File: src/rtl/iob_seg_scan.sv
// Multiplexed common-anode 7-segment scan controller with double-buffered digit data.
// Registered outputs; new data takes effect only at a frame boundary or while idle.
module iob_seg_scan #(
   parameter int DIG_N    = 4,
   parameter int PRESCALE = 50000,
   parameter int BLANK    = 16,
   parameter int CNT_W    = 16
) (
   input  logic               clk,
   input  logic               rst,
   input  logic               en,
   input  logic [4*DIG_N-1:0] digits_i,
   input  logic [DIG_N-1:0]   dp_i,
   input  logic [DIG_N-1:0]   dig_en_i,
   input  logic               load_i,
   output logic               load_ack_o,
   output logic               frame_o,
   output logic [6:0]         seg_cat,
   output logic               seg_dp,
   output logic [DIG_N-1:0]   seg_anode
);

   localparam int IDX_W = (DIG_N > 1) ? $clog2(DIG_N) : 1;

   localparam logic [1:0] S_IDLE  = 2'd0;
   localparam logic [1:0] S_BLANK = 2'd1;
   localparam logic [1:0] S_SHOW  = 2'd2;

   // Slot entry state: skip the blanking phase entirely when BLANK is zero.
   localparam logic [1:0] S_ENTRY = (BLANK == 0) ? S_SHOW : S_BLANK;

   function automatic logic [6:0] decode(input logic [3:0] d);
      case (d)
         4'h0: decode = 7'h3F;  4'h1: decode = 7'h06;
         4'h2: decode = 7'h5B;  4'h3: decode = 7'h4F;
         4'h4: decode = 7'h66;  4'h5: decode = 7'h6D;
         4'h6: decode = 7'h7D;  4'h7: decode = 7'h07;
         4'h8: decode = 7'h7F;  4'h9: decode = 7'h6F;
         4'hA: decode = 7'h77;  4'hB: decode = 7'h7C;
         4'hC: decode = 7'h39;  4'hD: decode = 7'h5E;
         4'hE: decode = 7'h79;  default: decode = 7'h71;
      endcase
   endfunction

   logic [1:0]         st, st_n;
   logic [IDX_W-1:0]   idx, idx_n;
   logic [CNT_W-1:0]   cnt, cnt_n;
   logic [4*DIG_N-1:0] act_dig, act_dig_n, pnd_dig, pnd_dig_n;
   logic [DIG_N-1:0]   act_dp, act_dp_n, pnd_dp, pnd_dp_n;
   logic [DIG_N-1:0]   act_en, act_en_n, pnd_en, pnd_en_n;
   logic               pend, pend_n;
   logic               slot_end, last_dig, boundary;
   logic               ack_n, frame_n, dp_n;
   logic [6:0]         cat_n;
   logic [DIG_N-1:0]   anode_n;

   assign slot_end = (st != S_IDLE) && (cnt == CNT_W'(PRESCALE - 1));
   assign last_dig = (idx == IDX_W'(DIG_N - 1));
   assign boundary = (st == S_IDLE) || (en && slot_end && last_dig);

   always_comb begin
      st_n  = st;
      idx_n = idx;
      cnt_n = cnt;
      if (!en) begin
         st_n  = S_IDLE;
         idx_n = '0;
         cnt_n = '0;
      end else if (st == S_IDLE) begin
         st_n  = S_ENTRY;
         idx_n = '0;
         cnt_n = '0;
      end else if (slot_end) begin
         st_n  = S_ENTRY;
         cnt_n = '0;
         idx_n = last_dig ? '0 : idx + 1'b1;
      end else begin
         cnt_n = cnt + 1'b1;
         if (st == S_BLANK && cnt == CNT_W'(BLANK - 1))
            st_n = S_SHOW;
      end
   end

   // A load coinciding with a boundary bypasses the pending buffer.
   always_comb begin
      act_dig_n = act_dig;
      act_dp_n  = act_dp;
      act_en_n  = act_en;
      pnd_dig_n = pnd_dig;
      pnd_dp_n  = pnd_dp;
      pnd_en_n  = pnd_en;
      pend_n    = pend;
      ack_n     = 1'b0;
      if (boundary) begin
         if (load_i) begin
            act_dig_n = digits_i;
            act_dp_n  = dp_i;
            act_en_n  = dig_en_i;
         end else if (pend) begin
            act_dig_n = pnd_dig;
            act_dp_n  = pnd_dp;
            act_en_n  = pnd_en;
         end
         ack_n  = load_i | pend;
         pend_n = 1'b0;
      end else if (load_i) begin
         pnd_dig_n = digits_i;
         pnd_dp_n  = dp_i;
         pnd_en_n  = dig_en_i;
         pend_n    = 1'b1;
      end
   end

   always_comb begin
      anode_n = '1;
      cat_n   = 7'h7F;
      dp_n    = 1'b1;
      frame_n = en && slot_end && last_dig;
      if (st_n == S_SHOW) begin
         cat_n = ~decode(act_dig_n[idx_n*4 +: 4]);
         dp_n  = ~act_dp_n[idx_n];
         if (act_en_n[idx_n])
            anode_n = ~(DIG_N'(1) << idx_n);
      end
   end

   always_ff @(posedge clk or posedge rst) begin
      if (rst) begin
         st         <= S_IDLE;
         idx        <= '0;
         cnt        <= '0;
         act_dig    <= '0;
         act_dp     <= '0;
         act_en     <= '0;
         pnd_dig    <= '0;
         pnd_dp     <= '0;
         pnd_en     <= '0;
         pend       <= 1'b0;
         load_ack_o <= 1'b0;
         frame_o    <= 1'b0;
         seg_cat    <= 7'h7F;
         seg_dp     <= 1'b1;
         seg_anode  <= '1;
      end else begin
         st         <= st_n;
         idx        <= idx_n;
         cnt        <= cnt_n;
         act_dig    <= act_dig_n;
         act_dp     <= act_dp_n;
         act_en     <= act_en_n;
         pnd_dig    <= pnd_dig_n;
         pnd_dp     <= pnd_dp_n;
         pnd_en     <= pnd_en_n;
         pend       <= pend_n;
         load_ack_o <= ack_n;
         frame_o    <= frame_n;
         seg_cat    <= cat_n;
         seg_dp     <= dp_n;
         seg_anode  <= anode_n;
      end
   end

endmodule

File: config.mk
export PLATFORM = sky130hd
export DESIGN_NAME = iob_seg_scan
export DESIGN_NICKNAME = d
export VERILOG_FILES = /design/src/rtl/iob_seg_scan.sv
export SDC_FILE = /design/constraint.sdc
export NUM_CORES = 1
export LEC_CHECK = 0
export ABC_AREA = 1
export CORE_ASPECT_RATIO = 0.9
export CORE_UTILIZATION = 31
export DETAILED_ROUTE_END_ITERATION = 10
export PLACE_DENSITY = 0.49
export SLEW_MARGIN = 30
export SYNTH_ARGS = -nofsm -noshare
export SYNTH_HDL_FRONTEND = slang
export SYNTH_SLANG_ARGS = --single-unit
export TNS_END_PERCENT = 5
File: constraint.sdc
create_clock -name clk -period 5.48 [get_ports clk]
set_input_delay 1.096 -clock clk [delete_from_list [all_inputs] [get_ports clk]]
set_output_delay 1.096 -clock clk [all_outputs]
set_load 0.02 [all_outputs]
==> summary.md, run 1 <==
| Metric | Value |
|---|---|
| Layout Cells excl Fill | `778` |
| Reg2reg end | `seg_cat[0]` |
| Area contributors post-synth | `dfrtp_1, nand2_1, dfstp_2, inv_1, o21ai_0` |
| Met1 usage | `20.78%` |
| DRC errors left | `0` |
| Max cap viols | `0` |
| Routed Antenna Nets | `0` |
| Worst IR Drop VDD | `0.1311 mV` |
| Crit path DAT | `3.76 ns` |
| EDFF count, synth | `0` |
| Total Routing Usage GR | `15.32%` |
| Post-synthesis sequential area ratio | `46.07%` |
| Clk Latency, worst-skew pair | `0.35 ns` |
| Setup Skew | `0.008744 ns` |
| Port Buffers | `41` |
| WL final | `10410 um` |
| Total clock buffers created by CTS | `9` |
| CTS max path bufs | `2` |
| Via count | `3484` |
| Rows | `41` |
| Hold Crit Depth | `1` |
| Hpwl dp | `7245 um` |
| Reg2reg start | `cnt[0]` |
| Top cell type by total area after synthesis | `dfrtp_1` |
| Slew margin rel. | `52.18%` |
| Core box area | `14160 um^2` |
| Worst-case hold slack | `0.4627 ns` |
| Worst-Margin Slew | `0.7147 ns` |
| Netlist Area Pre-Place | `4541 um^2` |
| Congestion Overflow GR | `0` |
| PD cells | `296.1 nW/um^2` |
| Clock sink count | `83` |
| DR vias/cell | `4.478` |
| CTS root buf | `clkbuf_16` |
| Worst reg-to-reg setup slack | `2.46 ns` |
| Fmax | `0.2842 GHz` |
| Synth warnings | `0` |
| Netlist cell types | `43` |
| Worst-path clk slew | `0.06 ns` |
| Largest net degree at the start of global routing | `50` |
| Synth async-reset ratio | `100.0%` |
| Avg Cell Area, Syn | `8.378 um^2` |
| Pleak | `2.583 nW` |
| Yosys top cell area share | `39.13%` |
| Final #Nets | `616` |
| Layout cell share with drive strength beyond 1 | `15.73%` |
| Post-CTS setup buffer count | `0` |
| Htree depth | `3` |
| R2R depth | `17` |
| Crit start category | `input pin` |
| Mapped Nets | `578` |
| WHS Endpoint | `cnt[0]` |
| Crit path max fanout | `20` |
| Area of the multi-input gates | `2053 um^2` |
| PostCTS Resize Cnt | `0` |
| CP required | `5.72 ns` |
| Antenna violations before repair | `0` |
| Iter 0 DRT Violations | `210` |
| Gpl congestion | `0.7795` |
| Fin. Hold Viols | `0` |
| Most common cell after layout, fill and taps aside | `nand2_1` |
| Area grow syn2layout | `19.67%` |
| Final worst path period need | `3.519 ns` |
| Met2 GRT Util | `24.17%` |
| Crit. End Element | `flop` |
| RSZ-0062 raised after global routing | `no` |
| Seq cells post-synth | `83` |
| Top Ports | `42` |
| Busiest grt layer | `met2` |
| Diode count | `0` |
| Die area | `15140 um^2` |
| Startpoint of the worst hold path | `cnt[0]` |
| Wire per inst | `13.39 um` |
| Cells after synthesis | `542` |
| Vias in the first global route | `3515` |
| Pins over their slew limit | `0` |
| Chip height | `116.8 um` |
| Outcome | `completed` |
| Number of setup violations in the final report | `0` |
| Hold crit path type | `reg -> reg` |
| Fillers | `1482` |
| FF/Latch Area | `2092 um^2` |
| Post-synth top flop | `dfrtp_1` |
| Placed insts | `762` |
| Most frequent cells in the layout | `nand2_1, inv_1, dfrtp_1` |
| First-pass GRT wire length | `17680 um` |
| M3 GR Usage | `4.364%` |
| Final Cycle Share | `64.21%` |
| Die width | `129.6 um` |
| CTS Hold Bufs | `0` |
| CTS tree | `built` |
| Starting Density | `32.07%` |
| Final TNS setup | `0 ns` |
| Detailed Routing Iterations Pass 1 | `5` |
| WS Path Type | `in -> reg` |
==> sequential cells by signal, indices dropped and copies added (netlist names) <==
name / flops
act_dig: 16
cnt: 16
pnd_dig: 16
seg_cat: 7
act_dp: 4
act_en: 4
pnd_dp: 4
pnd_en: 4
seg_anode: 4
idx: 2
st: 2
frame_o: 1
load_ack_o: 1
pend: 1
seg_dp: 1
==> layout make-up <==
class	instances	area share, %
Clock inverter	4	1.359
Clock buffer	12	4.352
Multi-Input combinational cell	361	37.78
Timing Repair Buffer	43	7.829
Tap cell	193	4.444
Sequential cell	83	38.50
Inverter	82	5.733
==> power by group <==
part,switching [mW],leakage (nW),internal (mW),total [mW]
Combinational,0.157,1.41,0.0995,0.257
Clock,0.247,0.151,0.401,0.648
Sequential,0.0288,1.03,0.675,0.704
==> cells in the mapped netlist (5+ instances only) <==
| library cell | count |
|---|---|
| mux2_2 | 7 |
| buf_2 | 5 |
| a22oi_1 | 10 |
| inv_2 | 7 |
| nor2_1 | 24 |
| dfrtp_1 | 71 |
| o21ai_0 | 43 |
| inv_1 | 73 |
| dfstp_2 | 12 |
| ha_1 | 8 |
| nor3_1 | 5 |
| nand2_2 | 15 |
| nand2_1 | 137 |
| nand3_1 | 35 |
| nand2_4 | 7 |
| clkbuf_1 | 5 |
| nor2_4 | 8 |
| a21oi_1 | 17 |
| nand4_1 | 8 |
==> per-stage QoR <==
step,worst slack [ns],utilization [%],power [mW],cell area [um^2]
2_1_floorplan,2.267,-,0.9006,4541
3_3_place_gp,1.632,36.18,0.9693,5122
3_5_place_dp,1.582,36.18,0.9725,5122
4_1_cts,1.939,38.37,1.635,5433
5_1_grt,1.623,38.38,1.699,5434
6_report,1.961,38.38,1.609,5434
==> cells by family (layout without fill, tap and decap cells) <==
family	after synthesis	count (layout)	synth area share, %
compound gates	76	76	9.231
fa+ha+maj	8	8	2.205
flops	83	83	46.07
buf+inv	98	141	8.707
xor+xnor	1	1	0.1929
simple gates	266	266	31.19
mux	10	10	2.397
==> worst max-delay path by stage <==
stage,startpoint,to,slack (ns),depth (start not counted)
6_report,load_i,seg_cat[3],1.96,13
5_1_grt,load_i,seg_cat[0],1.62,14
3_3_place_gp,en,seg_cat[0],1.63,17
2_1_floorplan,rst,act_dig[0],2.27,1
4_1_cts,load_i,seg_cat[3],1.94,13
3_5_place_dp,load_i,seg_cat[3],1.58,13
==> layer usage <==
| layer | share of wire (%) | wire [um] |
|---|---|---|
| met1 | 50 | 5249 |
| met5 | 0 | 0 |
| met4 | 0.76 | 79 |
| met3 | 3.6 | 375 |
| met2 | 45 | 4709 |
==> worst max-delay path: stages <==
cell and delay, ns:
clkdlybuf4s50_1 0.85, inv_1 0.43, nand2_1 0.15, o21ai_0 0.09, nand2_1 0.10, nand2_1 0.07
nand2_1 0.11, nand4_1 0.18, ha_1 0.29, inv_1 0.10, nand3_1 0.11, nand3_1 0.11
nand3_1 0.08
Power figures use the tool's default switching activity.
==> run 2, diff against run 1 <==
clock period = 3.5 ns   (was 5.48 ns; I/O delays follow)
==> run 2 against run 1 <==
Compared with the run above: critical path depth increased by 2; utilization grew 0.33 points; clock skew about the same; combinational power rose by 60%; clock power up 53%; clock-buffer cell count fell by 3; via count up 2.2%; power is 56% higher; cell count rose by 0.64%; register-to-register slack got worse by 1.7 ns; worst setup slack got worse by 1.2 ns; highest routed layer unchanged.
==> summary.md, run 2 (synthesis results as in run 1) <==
| Metric | Value |
|---|---|
| Worst-Margin Slew | `0.6940 ns (-0.02067 ns)` |
| Most common cell after layout, fill and taps aside | `nand2_1` |
| Die width | `129.6 um (unchanged)` |
| Largest net degree at the start of global routing | `50 (unchanged)` |
| WL final | `10510 um (+0.88%)` |
| Final TNS setup | `0 ns (unchanged)` |
| Diode count | `0 (unchanged)` |
| Port Buffers | `41 (unchanged)` |
| Finished Core Util | `38.71% (+0.33 points)` |
| First-pass GRT wire length | `18150 um (+2.7%)` |
| Top Ports | `42 (unchanged)` |
| Most frequent cells in the layout | `nand2_1, inv_1, dfrtp_1` |
| Total clock buffers created by CTS | `9 (unchanged)` |
| Crit. End Element | `flop` |
| Post-placement cell area | `5172 um^2 (+0.98%)` |
| Slew margin rel. | `53.73% (+1.6 points)` |
| Chip height | `116.8 um (unchanged)` |
| Layout cell share with drive strength beyond 1 | `16.95% (+1.2 points)` |
| Clk Latency, worst-skew pair | `0.35 ns (about the same)` |
| DRC errors left | `0 (unchanged)` |
| Area grow syn2layout | `20.69%` |
| CTS root buf | `clkbuf_16` |
| Crit start category | `input pin` |
| Iter 0 DRT Violations | `153 (-27%)` |
| Congestion Overflow GR | `0 (unchanged)` |
| Routed Antenna Nets | `0 (unchanged)` |
| Starting Density | `32.07% (unchanged)` |
| Gpl congestion | `0.8107 (+4.0%)` |
| Fin. Hold Viols | `0 (unchanged)` |
| RSZ-0062 raised after global routing | `no` |
| Htree depth | `3 (unchanged)` |
| Via count | `3559 (+2.2%)` |
| Number of setup violations in the final report | `0 (unchanged)` |
| Setup Skew | `0.008812 ns (+0.00006758 ns)` |
| Wire per inst | `13.42 um (+0.24%)` |
| PostCTS Resize Cnt | `0 (unchanged)` |
| Rows | `41 (unchanged)` |
| Fmax | `0.3607 GHz` |
| Worst-path clk slew | `0.07 ns (about the same)` |
| Final Cycle Share | `79.20%` |
| CTS max path bufs | `2 (unchanged)` |
| CTS Hold Bufs | `0 (unchanged)` |
| Die area | `15140 um^2 (unchanged)` |
| Crit path max fanout | `26 (+30%)` |
| Cell area after layout | `5480 um^2 (+0.85%)` |
| Tot Pwr | `2.505 mW (+56%)` |
| Core box area | `14160 um^2 (unchanged)` |
| Max cap viols | `0 (unchanged)` |
| Crit path DAT | `3.07 ns (-0.69 ns)` |
| DR vias/cell | `4.545 (+1.5%)` |
| Worst IR Drop VDD | `0.4183 mV (+220%)` |
| Detailed Routing Iterations Pass 1 | `5 (unchanged)` |
| Total Routing Usage GR | `15.73% (+0.41 points)` |
| PD cells | `457.1 nW/um^2 (+54%)` |
| Pleak | `2.606 nW (+0.89%)` |
| Antenna violations before repair | `0 (unchanged)` |
| CTS tree | `built` |
| Post-CTS setup buffer count | `0 (unchanged)` |
| Vias in the first global route | `3658 (+4.1%)` |
| Biggest regs | `act_dig (16), cnt (16), pnd_dig (16)` |
| Pins over their slew limit | `0 (unchanged)` |
| Outcome | `completed` |
| CP required | `3.79 ns (-1.93 ns)` |
| Clock sink count | `83 (unchanged)` |
| Final worst path period need | `2.772 ns` |
| Final #Nets | `621 (+0.81%)` |
| Hpwl dp | `7551 um (+4.2%)` |
| WS Path Type | `in -> reg` |
| Hold crit path type | `reg -> reg` |
run 2: worst paths after layout:
kind	slack (ns)	depth (start not counted)	start	end
setup / recovery	0.73	15	en	seg_cat[3]
setup reg to reg	0.78	15	cnt[0]	seg_cat[3]
hold reg to reg	0.46	1	cnt[0]	cnt[0]
max in group asynchronous	2.02	3	rst	seg_anode[3]
hold / removal	0.46	1	cnt[0]	cnt[0]
min in group asynchronous	0.76	2	rst	pnd_dig[3]
run 2: metal layers:
layer  global-route usage, %  share of wire (%)
met5                       0                  0
met4                   4.574                1.3
met3                   4.455                4.1
met2                   24.06                 44
met1                   21.68                 51
run 2: critical path: stages:
cell and delay (ns):
clkdlybuf4s50_1 0.48, nand2_1 0.05, inv_1 0.08, nand4_4 0.23, nand2_4 0.14, buf_4 0.29, nand2_1 0.08, nand2_1 0.12
nand2_1 0.11, nand4_1 0.18, ha_1 0.22, inv_1 0.08, nand3_1 0.10, nand3_1 0.08, nand3_1 0.08
run 2: stage by stage:
| step | hold slack (ns) | instances | worst slack, ns |
|---|---|---|---|
| finish | 0.4622 | 783 | 0.7279 |
| global route | 0.4930 | 783 | 0.4520 |
| CTS | 0.4667 | 783 | 0.7154 |
| detailed placement | 0.4577 | 767 | 0.3360 |
| global placement | 0.4505 | 767 | 0.3976 |
| floorplan | 0.4329 | 542 | 0.6831 |
run 2: layout make-up:
cell class | count | area [um^2]
fill | 1498 | 8678
timing repair buffer | 48 | 475.5
multi-input combinational | 361 | 2053
sequential | 83 | 2092
tap | 193 | 241.5
clock buffer | 9 | 225.2
clock inverter | 7 | 82.58
inverter | 82 | 310.3
run 2: power by group:
part	switching (mW)	internal, mW	leakage, nW	total, mW
registers	0.0452	1.06	1.03	1.10
logic	0.251	0.160	1.44	0.411
clock network	0.427	0.565	0.145	0.992
==> run 3, diff against run 2 <==
PLACE_DENSITY = 0.51   (was 0.49)
clock period = 2.5 ns   (was 3.5 ns; I/O delays follow)
==> run 3 against run 2 <==
Compared with the run above: die area unchanged; cell count is 5.5% higher; combinational power grew 60%; worst setup slack got worse by 0.59 ns; via count rose by 4.0%; utilization grew 3.1 points.
==> summary.md, run 3 (synthesis results as in run 1) <==
| Metric | Value |
|---|---|
| Worst-path clk slew | `0.06 ns (about the same)` |
| Die width | `129.6 um (unchanged)` |
| Total clock buffers created by CTS | `9 (unchanged)` |
| Worst-Margin Slew | `0.5179 ns (-0.1761 ns)` |
| Die area | `15140 um^2 (unchanged)` |
| DR vias/cell | `4.481 (-1.4%)` |
| FF/Latch Area | `2093 um^2 (about the same)` |
| Pleak | `2.809 nW (+7.8%)` |
| WS Path Type | `in -> reg` |
| WL final | `10440 um (-0.64%)` |
| Gpl congestion | `0.8544 (+5.4%)` |
| Crit path max fanout | `4 (-85%)` |
| Layout Cells excl Fill | `826 (+5.5%)` |
| Clock sink count | `83 (unchanged)` |
| Pins over their slew limit | `0 (unchanged)` |
| Most common cell after layout, fill and taps aside | `nand2_1` |
| CTS max path bufs | `2 (unchanged)` |
| First-pass GRT wire length | `17780 um (-2.0%)` |
| Final TNS setup | `0 ns (unchanged)` |
| CTS root buf | `clkbuf_16` |
| Fin. Hold Viols | `0 (unchanged)` |
| Wire per inst | `12.64 um (-5.8%)` |
| Area grow syn2layout | `30.42%` |
| Final worst path period need | `2.360 ns` |
| Slew margin rel. | `65.40% (+12 points)` |
| Top Ports | `42 (unchanged)` |
| Outcome | `completed` |
| Hold crit path type | `reg -> reg` |
| RSZ-0062 raised after global routing | `no` |
| Final Cycle Share | `94.42%` |
| Fmax | `0.4237 GHz` |
| Largest net degree at the start of global routing | `42 (-16%)` |
| Final #Nets | `664 (+6.9%)` |
| Max cap viols | `0 (unchanged)` |
| Setup Skew | `0.005988 ns (-0.002824 ns)` |
| Rows | `41 (unchanged)` |
| Clk Latency, worst-skew pair | `0.34 ns (about the same)` |
| Crit start category | `input pin` |
| Chip height | `116.8 um (unchanged)` |
| Via count | `3701 (+4.0%)` |
| Biggest regs | `act_dig (16), cnt (16), pnd_dig (16)` |
| Total Routing Usage GR | `15.19% (-0.55 points)` |
| Layout cell share with drive strength beyond 1 | `24.33% (+7.4 points)` |
| Area of the multi-input gates | `2135 um^2 (+4.0%)` |
| Number of setup violations in the final report | `0 (unchanged)` |
| Fillers | `1436 (-4.1%)` |
| Crit path DAT | `2.62 ns (-0.45 ns)` |
| Most frequent cells in the layout | `nand2_1, inv_1, dfrtp_1` |
| CP required | `2.76 ns (-1.03 ns)` |
| Iter 0 DRT Violations | `232 (+52%)` |
| Starting Density | `32.07% (unchanged)` |
| Hpwl dp | `7574 um (+0.30%)` |
| Crit. End Element | `flop` |
| Routed Antenna Nets | `0 (unchanged)` |
| CTS tree | `built` |
| Htree depth | `3 (unchanged)` |
| Antenna violations before repair | `0 (unchanged)` |
| Port Buffers | `41 (unchanged)` |
| Worst IR Drop VDD | `0.3201 mV (-23%)` |
| Detailed Routing Iterations Pass 1 | `5 (unchanged)` |
| Placed insts | `796 (+3.8%)` |
| Diode count | `0 (unchanged)` |
| DRC errors left | `0 (unchanged)` |
| Core box area | `14160 um^2 (unchanged)` |
| Congestion Overflow GR | `0 (unchanged)` |
| Finished Core Util | `41.83% (+3.1 points)` |
| PD cells | `596.8 nW/um^2 (+31%)` |
| Vias in the first global route | `3700 (+1.1%)` |
-- run 3: cell types whose count changed in the layout (fill, tap and decap cells not counted), moves of 2 or more --
| cell | delta |
|---|---|
| ha_4 | +2 |
| inv_6 | -2 |
| buf_12 | +3 |
| nand2_1 | -7 |
| nor2_4 | +2 |
| buf_4 | +39 |
| ha_1 | -4 |
| ha_2 | +2 |
| nand2_2 | +6 |
| clkbuf_1 | +3 |
-- run 3: power by group --
part / switching (mW) / total [mW] / internal, mW / leakage (nW)
sequential: 0.0551 / 1.54 / 1.48 / 1.02
clock: 0.537 / 1.34 / 0.807 / 0.140
combinational: 0.379 / 0.656 / 0.276 / 1.64
-- run 3: cell type report --
cell class	count	share of cell area (%)
Clock buffer	13	4.226
Clock inverter	3	0.7817
Inverter	82	5.282
Multi-Input combinational cell	361	36.04
Sequential cell	83	35.35
Tap cell	193	4.078
Timing Repair Buffer	91	14.24
-- run 3: critical path: stages --
cell             delay [ns]
clkdlybuf4s50_1        0.50
inv_1                  0.12
nor2_4                 0.23
nand2_1                0.17
nor2_8                 0.13
nor2_4                 0.05
nand2_1                0.08
nand4_1                0.17
buf_4                  0.19
ha_2                   0.18
inv_1                  0.05
nand3_1                0.07
nand3_1                0.08
nand3_1                0.08
-- run 3: path summary, 6_finish.rpt --
check,cells past startpoint,slack [ns],start,to
max,14,0.14,en,seg_cat[0]
min,2,0.47,act_dig[8],act_dig[8]
max reg2reg,15,0.15,cnt[1],seg_cat[0]
min reg2reg,2,0.47,act_dig[8],act_dig[8]
max in group asynchronous,3,1.33,rst,seg_cat[4]
min in group asynchronous,2,0.55,rst,pnd_dig[7]
-- run 3: layer usage --
layer,GRT usage (%),share of wire (%)
met2,23.78,44
met4,4.651,1.3
met5,0,0
met1,20.88,51
met3,3.500,3.5
-- run 3: what timing repair did --
| action | CTS | global route |
|---|---|---|
| gates resized for setup | 1 | 21 |
| buffers inserted | 0 | 14 |
| setup endpoints to repair | 3 | 7 |
| hold buffers | 0 | 0 |
| pin swaps | 0 | 12 |
-- run 3: stage by stage --
| stage | hold slack (ns) | area (um^2) | setup WS [ns] | power [mW] |
|---|---|---|---|---|
| 4_1_cts | 0.4649 | 5729 | 0.001886 | 3.553 |
| 2_1_floorplan | 0.4329 | 4544 | 0.2538 | 1.975 |
| 3_3_place_gp | 0.4455 | 5430 | -0.2008 | 2.180 |
| 3_5_place_dp | 0.4556 | 5430 | -0.2157 | 2.186 |
| 5_1_grt | 0.5021 | 5922 | 0.003385 | 3.734 |
| 6_report | 0.4725 | 5922 | 0.1396 | 3.534 |
